--- src/rtl/vga_scanout_controller_if.sv ---
// rtl/vga_scanout_controller_if.sv - host command, FIFO and DAC signal bundle for the VGA scanout controller
interface vga_scanout_controller_if;
  logic [2:0]  command;
  logic        clear_command;
  logic        enable_vga_fifo;
  logic [9:0]  fifo_level;
  logic        fifo_empty;
  logic        fifo_read;
  logic [11:0] fifo_data;
  logic [11:0] rgb;
  logic        hsync;
  logic        vsync;
  logic        underflow;
  logic        busy;

  // controller side
  modport slave (
    input  command, fifo_level, fifo_empty, fifo_data,
    output clear_command, enable_vga_fifo, fifo_read, rgb, hsync, vsync, underflow, busy
  );

  // host / FIFO / DAC side
  modport master (
    output command, fifo_level, fifo_empty, fifo_data,
    input  clear_command, enable_vga_fifo, fifo_read, rgb, hsync, vsync, underflow, busy
  );
endinterface

--- src/rtl/vga_scanout_controller.sv ---
// rtl/vga_scanout_controller.sv - VGA raster timing and FIFO-fed pixel scanout with command handshake
module vga_scanout_controller #(
  parameter int H_ACTIVE = 640,
  parameter int H_FP     = 16,
  parameter int H_SYNC   = 96,
  parameter int H_BP     = 48,
  parameter int V_ACTIVE = 480,
  parameter int V_FP     = 10,
  parameter int V_SYNC   = 2,
  parameter int V_BP     = 33,
  parameter int PREFILL  = 64
) (
  input  logic                     vga_clock,
  input  logic                     reset,
  vga_scanout_controller_if.slave  bus
);
  localparam int H_TOTAL = H_ACTIVE + H_FP + H_SYNC + H_BP;
  localparam int V_TOTAL = V_ACTIVE + V_FP + V_SYNC + V_BP;
  localparam int HW      = $clog2(H_TOTAL);
  localparam int VW      = $clog2(V_TOTAL);

  localparam logic [2:0] VGA_NOP     = 3'd0;
  localparam logic [2:0] VGA_PREPARE = 3'd1;
  localparam logic [2:0] VGA_STOP    = 3'd2;

  localparam logic [HW-1:0] H_ACT_C  = HW'(H_ACTIVE);
  localparam logic [HW-1:0] H_SS_C   = HW'(H_ACTIVE + H_FP);
  localparam logic [HW-1:0] H_SE_C   = HW'(H_ACTIVE + H_FP + H_SYNC);
  localparam logic [HW-1:0] H_LAST_C = HW'(H_TOTAL - 1);
  localparam logic [VW-1:0] V_ACT_C  = VW'(V_ACTIVE);
  localparam logic [VW-1:0] V_SS_C   = VW'(V_ACTIVE + V_FP);
  localparam logic [VW-1:0] V_SE_C   = VW'(V_ACTIVE + V_FP + V_SYNC);
  localparam logic [VW-1:0] V_LAST_C = VW'(V_TOTAL - 1);
  localparam logic [9:0]    PREFILL_C = 10'(PREFILL);

  typedef enum logic [1:0] {ST_IDLE, ST_PREFILL, ST_DISPLAY, ST_STOPPING} state_t;

  state_t        r_state;
  state_t        w_state_next;
  logic [HW-1:0] r_h_count;
  logic [VW-1:0] r_v_count;
  logic          r_clear_command;
  logic          r_enable;
  logic          r_read_d;
  logic          r_hsync;
  logic          r_vsync;
  logic          r_underflow;

  logic w_cmd_nop, w_accept, w_prepare, w_stop;
  logic w_run, w_active, w_read, w_h_last, w_v_last, w_hsync_n, w_vsync_n;

  // Codes other than PREPARE/STOP behave as NOP, both for acceptance and for releasing the acknowledge.
  assign w_cmd_nop = (bus.command != VGA_PREPARE) && (bus.command != VGA_STOP);
  assign w_accept  = !r_clear_command && !w_cmd_nop;
  assign w_prepare = w_accept && (bus.command == VGA_PREPARE);
  assign w_stop    = w_accept && (bus.command == VGA_STOP);

  assign w_run     = (r_state == ST_DISPLAY) || (r_state == ST_STOPPING);
  assign w_h_last  = (r_h_count == H_LAST_C);
  assign w_v_last  = (r_v_count == V_LAST_C);
  assign w_active  = w_run && (r_h_count < H_ACT_C) && (r_v_count < V_ACT_C);
  assign w_read    = w_active && !bus.fifo_empty;
  assign w_hsync_n = w_run && (r_h_count >= H_SS_C) && (r_h_count < H_SE_C);
  assign w_vsync_n = w_run && (r_v_count >= V_SS_C) && (r_v_count < V_SE_C);

  // Next-state logic; commands invalid for the current state fall through with no change.
  always_comb begin
    w_state_next = r_state;
    unique case (r_state)
      ST_IDLE:     if (w_prepare) w_state_next = ST_PREFILL;
      ST_PREFILL:  if (w_stop) w_state_next = ST_IDLE;
                   else if (bus.fifo_level >= PREFILL_C) w_state_next = ST_DISPLAY;
      ST_DISPLAY:  if (w_stop) w_state_next = ST_STOPPING;
      ST_STOPPING: if (w_h_last && w_v_last) w_state_next = ST_IDLE;
      default:     w_state_next = ST_IDLE;
    endcase
  end

  // State register, FIFO writer enable and command acknowledge.
  always_ff @(posedge vga_clock or posedge reset) begin
    if (reset) begin
      r_state         <= ST_IDLE;
      r_enable        <= 1'b0;
      r_clear_command <= 1'b0;
    end else begin
      r_state  <= w_state_next;
      r_enable <= (w_state_next != ST_IDLE);
      if (w_accept)
        r_clear_command <= 1'b1;
      else if (r_clear_command && w_cmd_nop)
        r_clear_command <= 1'b0;
    end
  end

  // Raster counters run only while scanning out; the final wrap returns them to 0 for IDLE.
  always_ff @(posedge vga_clock or posedge reset) begin
    if (reset) begin
      r_h_count <= '0;
      r_v_count <= '0;
    end else if (!w_run) begin
      r_h_count <= '0;
      r_v_count <= '0;
    end else if (w_h_last) begin
      r_h_count <= '0;
      r_v_count <= w_v_last ? '0 : r_v_count + 1'b1;
    end else begin
      r_h_count <= r_h_count + 1'b1;
    end
  end

  // Pixel-path registers delayed one cycle to line up with the FIFO read latency; sticky underflow.
  always_ff @(posedge vga_clock or posedge reset) begin
    if (reset) begin
      r_read_d    <= 1'b0;
      r_hsync     <= 1'b1;
      r_vsync     <= 1'b1;
      r_underflow <= 1'b0;
    end else begin
      r_read_d <= w_read;
      r_hsync  <= !w_hsync_n;
      r_vsync  <= !w_vsync_n;
      if (r_state == ST_IDLE && w_prepare)
        r_underflow <= 1'b0;
      else if (w_active && bus.fifo_empty)
        r_underflow <= 1'b1;
    end
  end

  assign bus.clear_command   = r_clear_command;
  assign bus.enable_vga_fifo = r_enable;
  assign bus.fifo_read       = w_read;
  assign bus.rgb             = r_read_d ? bus.fifo_data : 12'd0;
  assign bus.hsync           = r_hsync;
  assign bus.vsync           = r_vsync;
  assign bus.underflow       = r_underflow;
  assign bus.busy            = (r_state != ST_IDLE);
endmodule

--- src/flat_wrapper.sv ---
// flat-port wrapper written by rule: the top's interface ports become plain ports
module vga_scanout_controller_flat 
#(
  parameter int H_ACTIVE = 640,
  parameter int H_FP     = 16,
  parameter int H_SYNC   = 96,
  parameter int H_BP     = 48,
  parameter int V_ACTIVE = 480,
  parameter int V_FP     = 10,
  parameter int V_SYNC   = 2,
  parameter int V_BP     = 33,
  parameter int PREFILL  = 64
)
  (vga_clock, reset, bus_command, bus_fifo_level, bus_fifo_empty, bus_fifo_data, bus_clear_command, bus_enable_vga_fifo, bus_fifo_read, bus_rgb, bus_hsync, bus_vsync, bus_underflow, bus_busy);
  vga_scanout_controller_if bus_i ();
  input  logic vga_clock;
  input  logic reset;
  input wire logic [$bits(bus_i.command)-1:0] bus_command;
  input wire logic [$bits(bus_i.fifo_level)-1:0] bus_fifo_level;
  input wire logic [$bits(bus_i.fifo_empty)-1:0] bus_fifo_empty;
  input wire logic [$bits(bus_i.fifo_data)-1:0] bus_fifo_data;
  output wire logic [$bits(bus_i.clear_command)-1:0] bus_clear_command;
  output wire logic [$bits(bus_i.enable_vga_fifo)-1:0] bus_enable_vga_fifo;
  output wire logic [$bits(bus_i.fifo_read)-1:0] bus_fifo_read;
  output wire logic [$bits(bus_i.rgb)-1:0] bus_rgb;
  output wire logic [$bits(bus_i.hsync)-1:0] bus_hsync;
  output wire logic [$bits(bus_i.vsync)-1:0] bus_vsync;
  output wire logic [$bits(bus_i.underflow)-1:0] bus_underflow;
  output wire logic [$bits(bus_i.busy)-1:0] bus_busy;
  assign bus_i.command = bus_command;
  assign bus_i.fifo_level = bus_fifo_level;
  assign bus_i.fifo_empty = bus_fifo_empty;
  assign bus_i.fifo_data = bus_fifo_data;
  assign bus_clear_command = bus_i.clear_command;
  assign bus_enable_vga_fifo = bus_i.enable_vga_fifo;
  assign bus_fifo_read = bus_i.fifo_read;
  assign bus_rgb = bus_i.rgb;
  assign bus_hsync = bus_i.hsync;
  assign bus_vsync = bus_i.vsync;
  assign bus_underflow = bus_i.underflow;
  assign bus_busy = bus_i.busy;
  vga_scanout_controller #(.H_ACTIVE(H_ACTIVE), .H_FP(H_FP), .H_SYNC(H_SYNC), .H_BP(H_BP), .V_ACTIVE(V_ACTIVE), .V_FP(V_FP), .V_SYNC(V_SYNC), .V_BP(V_BP), .PREFILL(PREFILL)) u_core (.vga_clock(vga_clock), .reset(reset), .bus(bus_i));
endmodule
--- config.mk ---
export PLATFORM = sky130hd
export DESIGN_NAME = vga_scanout_controller_flat
export DESIGN_NICKNAME = d
export VERILOG_FILES = /design/src/rtl/vga_scanout_controller_if.sv /design/src/rtl/vga_scanout_controller.sv /design/src/flat_wrapper.sv
export SDC_FILE = /design/constraint.sdc
export NUM_CORES = 1
export LEC_CHECK = 0
export ABC_AREA = 1
export BUFFER_PORTS_ARGS = -buffer_cell sky130_fd_sc_hd__buf_2
export CORE_ASPECT_RATIO = 1.1
export CORE_UTILIZATION = 43
export CTS_BUF_LIST = sky130_fd_sc_hd__clkbuf_4
export DETAILED_ROUTE_END_ITERATION = 7
export MAX_ROUTING_LAYER = met4
export PLACE_DENSITY = 0.68
export SYNTH_ARGS = -nofsm -noshare
export SYNTH_HDL_FRONTEND = slang
export SYNTH_SLANG_ARGS = --single-unit
--- constraint.sdc ---
create_clock -name vga_clock -period 2.3 [get_ports vga_clock]
set_input_delay 0.345 -clock vga_clock [delete_from_list [all_inputs] [get_ports vga_clock]]
set_output_delay 0.345 -clock vga_clock [all_outputs]
set_load 0.005 [all_outputs]
==> results of run 1 <==
## metal layers
layer  up-vias  wire (µm)  share of wire (%)  track usage (%)
met1       719       1650                 49             21.5
li1        839          -                  -                -
met3         6        172                5.1             2.00
met2        51       1510                 45             33.2
met4         0         59                1.7             9.01
met5         -          0                  0                -
## cell type report
type,instances,area share (%)
Inverter,47,8.89
Tap cell,50,3.15
Clock buffer,3,1.13
Multi-Input combinational cell,166,40.7
Timing Repair Buffer,41,10.5
Clock inverter,1,0.189
Sequential cell,28,35.4
## final timing paths
| kind | startpoint | to | slack [ns] | cells after the start |
|---|---|---|---|---|
| min in group vga_clock | bus_fifo_empty | u_core.r_read_d | 0.19 | 2 |
| min reg2reg | u_core.r_h_count[0] | u_core.r_h_count[0] | 0.50 | 1 |
| min | reset | u_core.r_v_count[6] | 0.004 | 2 |
| max | u_core.r_state[1] | bus_fifo_read | 0.25 | 5 |
| max reg2reg | u_core.r_h_count[0] | u_core.r_h_count[2] | 0.67 | 8 |
| max in group asynchronous | reset | u_core.r_v_count[8] | 1.70 | 3 |
## cells in the final DEF, fill, tap and decap left out, types with 3 or more instances in the layout
cell type / netlist / final
buf_2: 1 / 40
nand4_1: 9 / 9
dfrtp_1: 26 / 26
nor3_1: 5 / 5
clkbuf_4: 0 / 3
nor2_1: 36 / 36
nand3_1: 19 / 19
o21ai_0: 6 / 6
inv_1: 45 / 45
a21oi_1: 6 / 6
nand2_1: 63 / 63
ha_1: 5 / 5
## registers in the layout (all words and copies together) (netlist names)
| register | flops |
|---|---|
| u_core.bus.enable_vga_fifo | 1 |
| u_core.r_v_count | 10 |
| u_core.r_read_d | 1 |
| u_core.bus.underflow | 1 |
| u_core.bus.vsync | 1 |
| u_core.r_h_count | 10 |
| u_core.bus.clear_command | 1 |
| u_core.r_state | 2 |
| u_core.bus.hsync | 1 |
## cells in the mapped netlist (2+ instances only)
| library cell | instances |
|---|---|
| nor3b_1 | 2 |
| inv_1 | 45 |
| nor3_1 | 5 |
| a21oi_1 | 6 |
| nand4_1 | 9 |
| ha_1 | 5 |
| o21a_1 | 2 |
| dfrtp_1 | 26 |
| nand2_2 | 2 |
| dfstp_2 | 2 |
| inv_2 | 2 |
| nor2_1 | 36 |
| nand2_1 | 63 |
| nand3_1 | 19 |
| o21ai_0 | 6 |
## stage by stage
stage | worst slack, ns | total power [mW] | cells | hold slack, ns | area [µm²]
floorplan | 0.967 | 0.562 | 245 | 0.409 | 1720
global placement | 0.647 | 0.607 | 332 | 0.387 | 1960
detailed placement | 0.653 | 0.610 | 332 | 0.405 | 1960
CTS | 0.261 | 0.819 | 336 | 0.0238 | 1980
global route | 0.0250 | 0.857 | 336 | 0.0224 | 1980
finish | 0.254 | 0.810 | 336 | 0.00389 | 1980
## cell families after synthesis
group | count (synthesis) | synth area share [%]
AND/OR/NAND/NOR | 141 | 36.6
buffers and inverters | 51 | 11.9
flip-flops | 28 | 41.0
AO/OA/AOI/OAI | 19 | 6.35
adder cells (fa/ha/maj) | 5 | 3.65
XOR/XNOR | 1 | 0.511
## power groups by stage
stage	combinational [mW]	clock, mW	sequential [mW]
floorplan	0.0451	0	0.517
global placement	0.0879	0	0.519
detailed placement	0.0905	0	0.519
CTS	0.0906	0.219	0.510
global route	0.104	0.241	0.512
finish	0.0881	0.212	0.510
==> results_dict.tcl, run 1 <==
set metrics [dict create \
    cts_tree "done" \
    synthFlopType "dfrtp_1" \
    numPortBuffers 40 \
    p_sw_uw 203 \
    netlist_area_um2 1720 \
    pwr-share-comb_pct 10.9 \
    die-area_um2 4250 \
    cts.path.max_buffers 2 \
    cp_top_family "flip-flops" \
    ys_seq_elements 28 \
    ctsResizeCount 0 \
    swShare_pct 25.1 \
    start_util_pct 45.9 \
    die_x_um 62.2 \
    drtIter0Drc 51 \
    die_h_um 68.2 \
    grt_overflow_total 0 \
    n_antenna_cell 0 \
    clk_pin_slew_ns 0.15 \
    routed_wl_mm 3.38 \
    rsz0062_at_grt "false" \
    fin_util_pct 53.0 \
    clk_latency_ns 0.33 \
    period_share_pct 88.9 \
    wl_per_cell_um 10.1 \
    worst_pin_slew_ns 0.500 \
    synth_nets 278 \
    cp_slowest_cell "dfrtp_1" \
    io_pins 47 \
    startpoint_type "flop" \
    yosys.area.top_type "dfrtp_1" \
    synth_area_leaders "dfrtp_1 (38%), nand2_1 (14%), inv_1 (9.8%), nor2_1 (7.9%), nand3_1 (5.5%)" \
    vias 1615 \
    grtUsageTotal_pct 18.7 \
    via_per_inst 4.81 \
    gp_congestion 0.826 \
    syn_area_per_cell_um2 7.00 \
    slowest_delay_ns 0.62 \
    final_antenna_net_count 0 \
    end_kind "output port" \
    synth.top_cell.area_share_pct 37.9 \
    slew_viol_final 0 \
    period_minus_slack_ns 2.05 \
    path_common_cell "nor2_1" \
    power_leakage_nw 1.12 \
    cts_root_buf "clkbuf_4" \
    cts_setup_buffers 0 \
    hpwl_mm 2.59 \
    crit_chain "inv_1 > nor2_1 > nand3_1 > nor2_1 > buf_2" \
    synth_cell_type_count 30 \
    pwr-share-seq_pct 63.0 \
    ctsHtreeMaxLevel 1 \
    powerDensity_nw_per_um2 408 \
    grt_pass1_wl_mm 6.14 \
    antenna_found_initial 0 \
    slew_headroom_pct 66.6 \
    synthArstFlopShare_pct 100 \
    cp.arrival_ns 1.70 \
    synth-edff-count 0 \
    seq_area_um2 703 \
    nets 320 \
    outcome "finished, final reports clean" \
    n_fill_cell 372 \
    core_um2 3740 \
    finalSetupViolCount 0 \
    tns_ns 0 \
    area_growth_syn_to_layout_pct 15.7 \
    postCtsHoldBufs 0 \
    cts_made_buffers 3 \
    required_ns 1.96 \
    ir_drop_mv 0.215 \
    multi_input_area_um2 808 \
    maxCapViolations 0 \
    path_class "reg2out" \
    drc 0 \
    clock_sink_count 28 \
    grt_pass1_vias 1480 \
    grt_max_degree 22 \
    crit_buf_inv 2 \
    worstPathMaxFanout 11 \
    ys_seq_area_share_pct 41.0 \
    hold_class "in2async" \
    firstDrtPassIters 4 \
    drive_above_1_share_pct 19.2 \
    syn_inst 245 \
    rows 23 \
    p_clk_share_pct 26.2 \
    finClkSkew_ns 0.00452 \
    p_int_uw 607 \
    fmax_mhz 489 \
    ys_warn_count 0 \
    finalHoldViolCount 0 \
]
(Power assumes the default switching activity.)
==> run 2: changes to the inputs <==
--- a/config.mk
+++ b/config.mk
@@ -12,7 +12,7 @@
 export CTS_BUF_LIST = sky130_fd_sc_hd__clkbuf_4
 export DETAILED_ROUTE_END_ITERATION = 7
 export MAX_ROUTING_LAYER = met4
-export PLACE_DENSITY = 0.68
+export PLACE_DENSITY = 0.69
 export SYNTH_ARGS = -nofsm -noshare
 export SYNTH_HDL_FRONTEND = slang
 export SYNTH_SLANG_ARGS = --single-unit
==> run 2 against run 1 <==
The run now ends with negative hold slack left. Register-to-register slack hardly changed. Worst hold slack got worse by 0.026 ns. Routed wire length shrank 1.0%. Clock skew barely moved. Cell count is 0.30% lower. Critical path type unchanged. Critical endpoint unchanged. Largest cell class unchanged.
==> results_dict.tcl, run 2 (synthesis results as in run 1) <==
set metrics [dict create \
    outcome "finished with violations" \
    failed_checks "negative hold slack" \
    required_ns 1.96 \
    pwr-share-seq_pct 63.2 \
    p_clk_share_pct 26.0 \
    postCtsHoldBufs 0 \
    slew_viol_final 0 \
    clock_sink_count 28 \
    drc 0 \
    drive_above_1_share_pct 19.3 \
    fmax_mhz 490 \
    die_h_um 68.2 \
    worstPathMaxFanout 11 \
    fin_util_pct 52.9 \
    swShare_pct 25.1 \
    ir_drop_mv 0.265 \
    reg.largest.list "u_core.r_h_count: 10 flops, u_core.r_v_count: 10 flops, u_core.r_state: 2 flops" \
    grt_max_degree 22 \
    grtUsageTotal_pct 19.4 \
    core_um2 3740 \
    final_antenna_net_count 0 \
    layout.cells.most_common "nand2_1" \
    cts_setup_buffers 0 \
    grt_overflow_total 0 \
    path_common_cell "nor2_1" \
    cts_tree "done" \
    finalInstanceArea_um2 1980 \
    start_util_pct 45.9 \
    gp_congestion 0.921 \
    grt_pass1_wl_mm 6.15 \
    rsz0062_at_grt "false" \
    grt_pass1_vias 1433 \
    die_x_um 62.2 \
    p_int_uw 605 \
    powerDensity_nw_per_um2 407 \
    finalHoldViolCount 10 \
    area_growth_syn_to_layout_pct 15.5 \
    ctsResizeCount 0 \
    dpl_cell_area_um2 1960 \
    wl_per_cell_um 10.0 \
    slew_headroom_pct 69.7 \
    drtIter0Drc 31 \
    cp_slowest_cell "dfrtp_1" \
    clk_pin_slew_ns 0.15 \
    numPortBuffers 40 \
    routed_wl_mm 3.35 \
    crit_buf_inv 2 \
    path_class "reg2out" \
    cp_top_family "flip-flops" \
    rows 23 \
    io_pins 47 \
    pwr-share-comb_pct 10.8 \
    maxCapViolations 0 \
    cp.arrival_ns 1.70 \
    power_uw 807 \
    hold_class "in2async" \
    ctsHtreeMaxLevel 1 \
    cts.path.max_buffers 2 \
    vias 1616 \
    cts_root_buf "clkbuf_4" \
    antenna_found_initial 0 \
    die-area_um2 4250 \
    n_fill_cell 385 \
    p_sw_uw 202 \
    layout_common_cells "nand2_1 (63), inv_1 (45), buf_2 (40)" \
    period_share_pct 88.8 \
    firstDrtPassIters 4 \
    slowest_delay_ns 0.61 \
    end_kind "output port" \
    crit_chain "inv_1 > nor2_1 > nand3_1 > nor2_1 > buf_2" \
    nets 320 \
    clk_latency_ns 0.34 \
    via_per_inst 4.82 \
    n_antenna_cell 0 \
    hpwl_mm 2.66 \
    startpoint_type "flop" \
    hold-worst-slack_ns -0.0225 \
    power_leakage_nw 1.12 \
    finalSetupViolCount 0 \
    worst_pin_slew_ns 0.454 \
    finClkSkew_ns 0.00492 \
    period_minus_slack_ns 2.04 \
    cts_made_buffers 3 \
    tns_ns 0 \
]
==> run 2: changes by cell type in the layout (fill, tap and decap cells not counted), sizes merged <==
cell    delta
clkinv     -1
==> run 2: per-layer routing <==
layer / vias up / part of all wire [%] / global-route usage (%)
met4: 0 / 2.1 / 9.01
met1: 726 / 47 / 22.6
li1: 834 / - / -
met5: - / 0 / -
met3: 6 / 5.4 / 3.50
met2: 50 / 46 / 33.1
==> run 2: path summary, 6_finish.rpt <==
kind | start | endpoint | slack [ns] | depth (start not counted)
worst max-delay path | u_core.r_state[1] | bus_fifo_read | 0.26 | 5
worst max register to register | u_core.r_h_count[0] | u_core.r_h_count[5] | 0.68 | 8
worst min register to register | u_core.r_h_count[0] | u_core.r_h_count[0] | 0.50 | 1
worst min-delay path | reset | u_core.r_h_count[8] | -0.02 | 2
min in group vga_clock | bus_fifo_empty | u_core.r_read_d | 0.18 | 2
max in group asynchronous | reset | u_core.r_v_count[9] | 1.75 | 3
==> run 2: per-stage QoR <==
| stage | cells | hold WS [ns] | setup WS [ns] |
|---|---|---|---|
| after detailed placement | 332 | 0.388 | 0.661 |
| after floorplan | 245 | 0.409 | 0.967 |
| after CTS | 335 | 0.000135 | 0.260 |
| final | 335 | -0.0225 | 0.259 |
| after global placement | 332 | 0.382 | 0.664 |
| after global routing | 335 | 0.0148 | 0.122 |
==> run 2: layout make-up <==
type,instances,area (µm²),share of cell area [%]
clock buffers,3,22.5,1.14
flip-flops and latches,28,703,35.5
inverters,47,176,8.91
repair buffers,41,208,10.5
multi-input cells,166,808,40.8
well taps,50,62.6,3.16
==> run 2: power groups by stage <==
stage               Combinational [mW]  Sequential [mW]  Clock, mW
floorplan                       0.0451            0.517          0
global placement                0.0873            0.519          0
detailed placement              0.0898            0.519          0
CTS                             0.0899            0.511      0.218
global route                     0.105            0.512      0.236
finish                          0.0872            0.510      0.209
==> run 3: changes to the inputs <==
--- a/config.mk
+++ b/config.mk
@@ -8,9 +8,10 @@
 export ABC_AREA = 1
 export BUFFER_PORTS_ARGS = -buffer_cell sky130_fd_sc_hd__buf_2
 export CORE_ASPECT_RATIO = 1.1
+export CORE_MARGIN = 5
 export CORE_UTILIZATION = 43
-export CTS_BUF_LIST = sky130_fd_sc_hd__clkbuf_4
 export DETAILED_ROUTE_END_ITERATION = 7
+export HOLD_SLACK_MARGIN = 0.08
 export MAX_ROUTING_LAYER = met4
 export PLACE_DENSITY = 0.69
 export SYNTH_ARGS = -nofsm -noshare
==> run 3 against run 2 <==
The flow now finishes without violations. Worst hold slack gained 0.14 ns. Global-route usage shrank 5.0 points. Register-to-register slack gained 0.05 ns. Sequential power is essentially flat. Routed wire length grew 2.5%. Die area grew 26%. Utilization shrank 1.3 points. Setup slack gained 0.082 ns. Clock skew shrank 0.0014 ns. Via count shrank 2.2%. Largest cell class unchanged. Largest power group unchanged. Highest routed layer unchanged.
==> results_dict.tcl, run 3 (synthesis results as in run 1) <==
set metrics [dict create \
    slowest_delay_ns 0.58 \
    rows 24 \
    tns_ns 0 \
    clk_pin_slew_ns 0.09 \
    grt-busiest-layer "met2" \
    period_share_pct 85.2 \
    ctsResizeCount 0 \
    io_pins 47 \
    maxCapViolations 0 \
    finClkSkew_ns 0.00351 \
    cts.path.max_buffers 2 \
    cp.arrival_ns 1.61 \
    postCtsHoldBufs 0 \
    wl_per_cell_um 10.2 \
    r2r-start "u_core.r_h_count[0]" \
    slew_headroom_pct 74.7 \
    die-area_um2 5350 \
    rsz0062_at_grt "false" \
    ir_drop_mv 0.411 \
    startpoint_type "flop" \
    start_util_pct 43.9 \
    worst_pin_slew_ns 0.379 \
    reg.largest.list "u_core.r_h_count: 10 flops, u_core.r_v_count: 10 flops, u_core.r_state: 2 flops" \
    layout_common_cells "nand2_1 (63), inv_1 (45), buf_2 (40)" \
    drive_above_1_share_pct 19.6 \
    fin_util_pct 51.6 \
    finalInstanceArea_um2 2020 \
    r2r-end "u_core.r_h_count[5]" \
    period_minus_slack_ns 1.96 \
    critPathLaunch "u_core.r_state[1]" \
    outcome "finished, final reports clean" \
    ff2ff_path_depth 8 \
    layout.cells.most_common "nand2_1" \
    grt_pass1_vias 1497 \
    drtIter0Drc 24 \
    path_common_cell "nor2_1" \
    grtUsageTotal_pct 14.3 \
    met1_usage_pct 18.0 \
    crit_chain "inv_1 > nor2_1 > nand3_1 > nor2_1 > buf_2" \
    dpl_cell_area_um2 1960 \
    grt_max_degree 29 \
    area_growth_syn_to_layout_pct 17.5 \
    grt_use_met2_pct 23.3 \
    die_h_um 76.2 \
    gp_congestion 0.818 \
    fmax_mhz 510 \
    end_kind "output port" \
    vias 1581 \
    cp_top_family "flip-flops" \
    clk_latency_ns 0.28 \
    worstPathMaxFanout 11 \
    path_class "reg2out" \
    r2r_setup_slack_ns 0.73 \
    cts_root_buf "clkbuf_8" \
    cts_tree "done" \
    drc 0 \
    cp_slowest_cell "dfrtp_1" \
    n_antenna_cell 0 \
    power_leakage_nw 1.14 \
    required_ns 1.96 \
    hpwl_mm 2.71 \
    finalSetupViolCount 0 \
    core_um2 3900 \
    cts_made_buffers 3 \
    grt_pass1_wl_mm 6.32 \
    firstDrtPassIters 4 \
    nets 320 \
    clock_sink_count 28 \
    routed_wl_mm 3.43 \
    numPortBuffers 40 \
    grt_overflow_total 0 \
    final_antenna_net_count 0 \
    cts_setup_buffers 0 \
    via_per_inst 4.68 \
    finalHoldViolCount 0 \
    slew_viol_final 0 \
    antenna_found_initial 0 \
    crit_buf_inv 2 \
    powerDensity_nw_per_um2 449 \
    hold_class "in2async" \
    die_x_um 70.2 \
    grt.met3_usage_pct 1.72 \
    ctsHtreeMaxLevel 1 \
]
run 3: cell count changes in the layout (fill, tap and decap cells not counted), sizes merged:
cell | previous run | this run
clkbuf | 3 | 4
run 3: how the worst max path moves through the flow:
stage          cells after the start             endpoint  slack [ns]
6_report                           5        bus_fifo_read        0.34
5_1_grt                            5        bus_fifo_read        0.15
4_1_cts                            5        bus_fifo_read        0.31
3_5_place_dp                       5        bus_fifo_read        0.62
3_3_place_gp                       5        bus_fifo_read        0.65
2_1_floorplan                      9  u_core.r_v_count[3]        0.97
run 3: worst register-to-register path: stages, from the launching register on:
cell and delay [ns]:
dfrtp_1 0.40, ha_1 0.21, nand2_2 0.08, nor2_4 0.15
nand3_4 0.12, nand2_4 0.22, inv_2 0.14, o21ai_0 0.10
a21oi_1 0.05
run 3: final cells by class:
type,instances,area (µm²)
timing repair buffer,41,208
tap,52,65.1
multi-input combinational,166,808
clock buffer,4,55.1
inverter,47,176
fill,386,1890
sequential,28,703
run 3: power breakdown:
part	internal, mW	switching [mW]	total (mW)
clock	0.153	0.152	0.306
combinational	0.0418	0.0491	0.0909
sequential	0.501	0.00831	0.509
run 3: per-stage QoR:
stage / power, mW / setup WS [ns] / std cells / hold WS [ns]
6_report: 0.906 / 0.340 / 338 / 0.115
5_1_grt: 0.963 / 0.154 / 338 / 0.154
4_1_cts: 0.923 / 0.308 / 338 / 0.118
3_5_place_dp: 0.613 / 0.623 / 334 / 0.428
3_3_place_gp: 0.608 / 0.646 / 334 / 0.424
2_1_floorplan: 0.562 / 0.967 / 245 / 0.409
run 3: per-layer routing:
metal	vias to the layer above	wire length [µm]
met5	-	0
met4	0	55
met3	4	233
met2	49	1530
met1	687	1620
li1	841	-
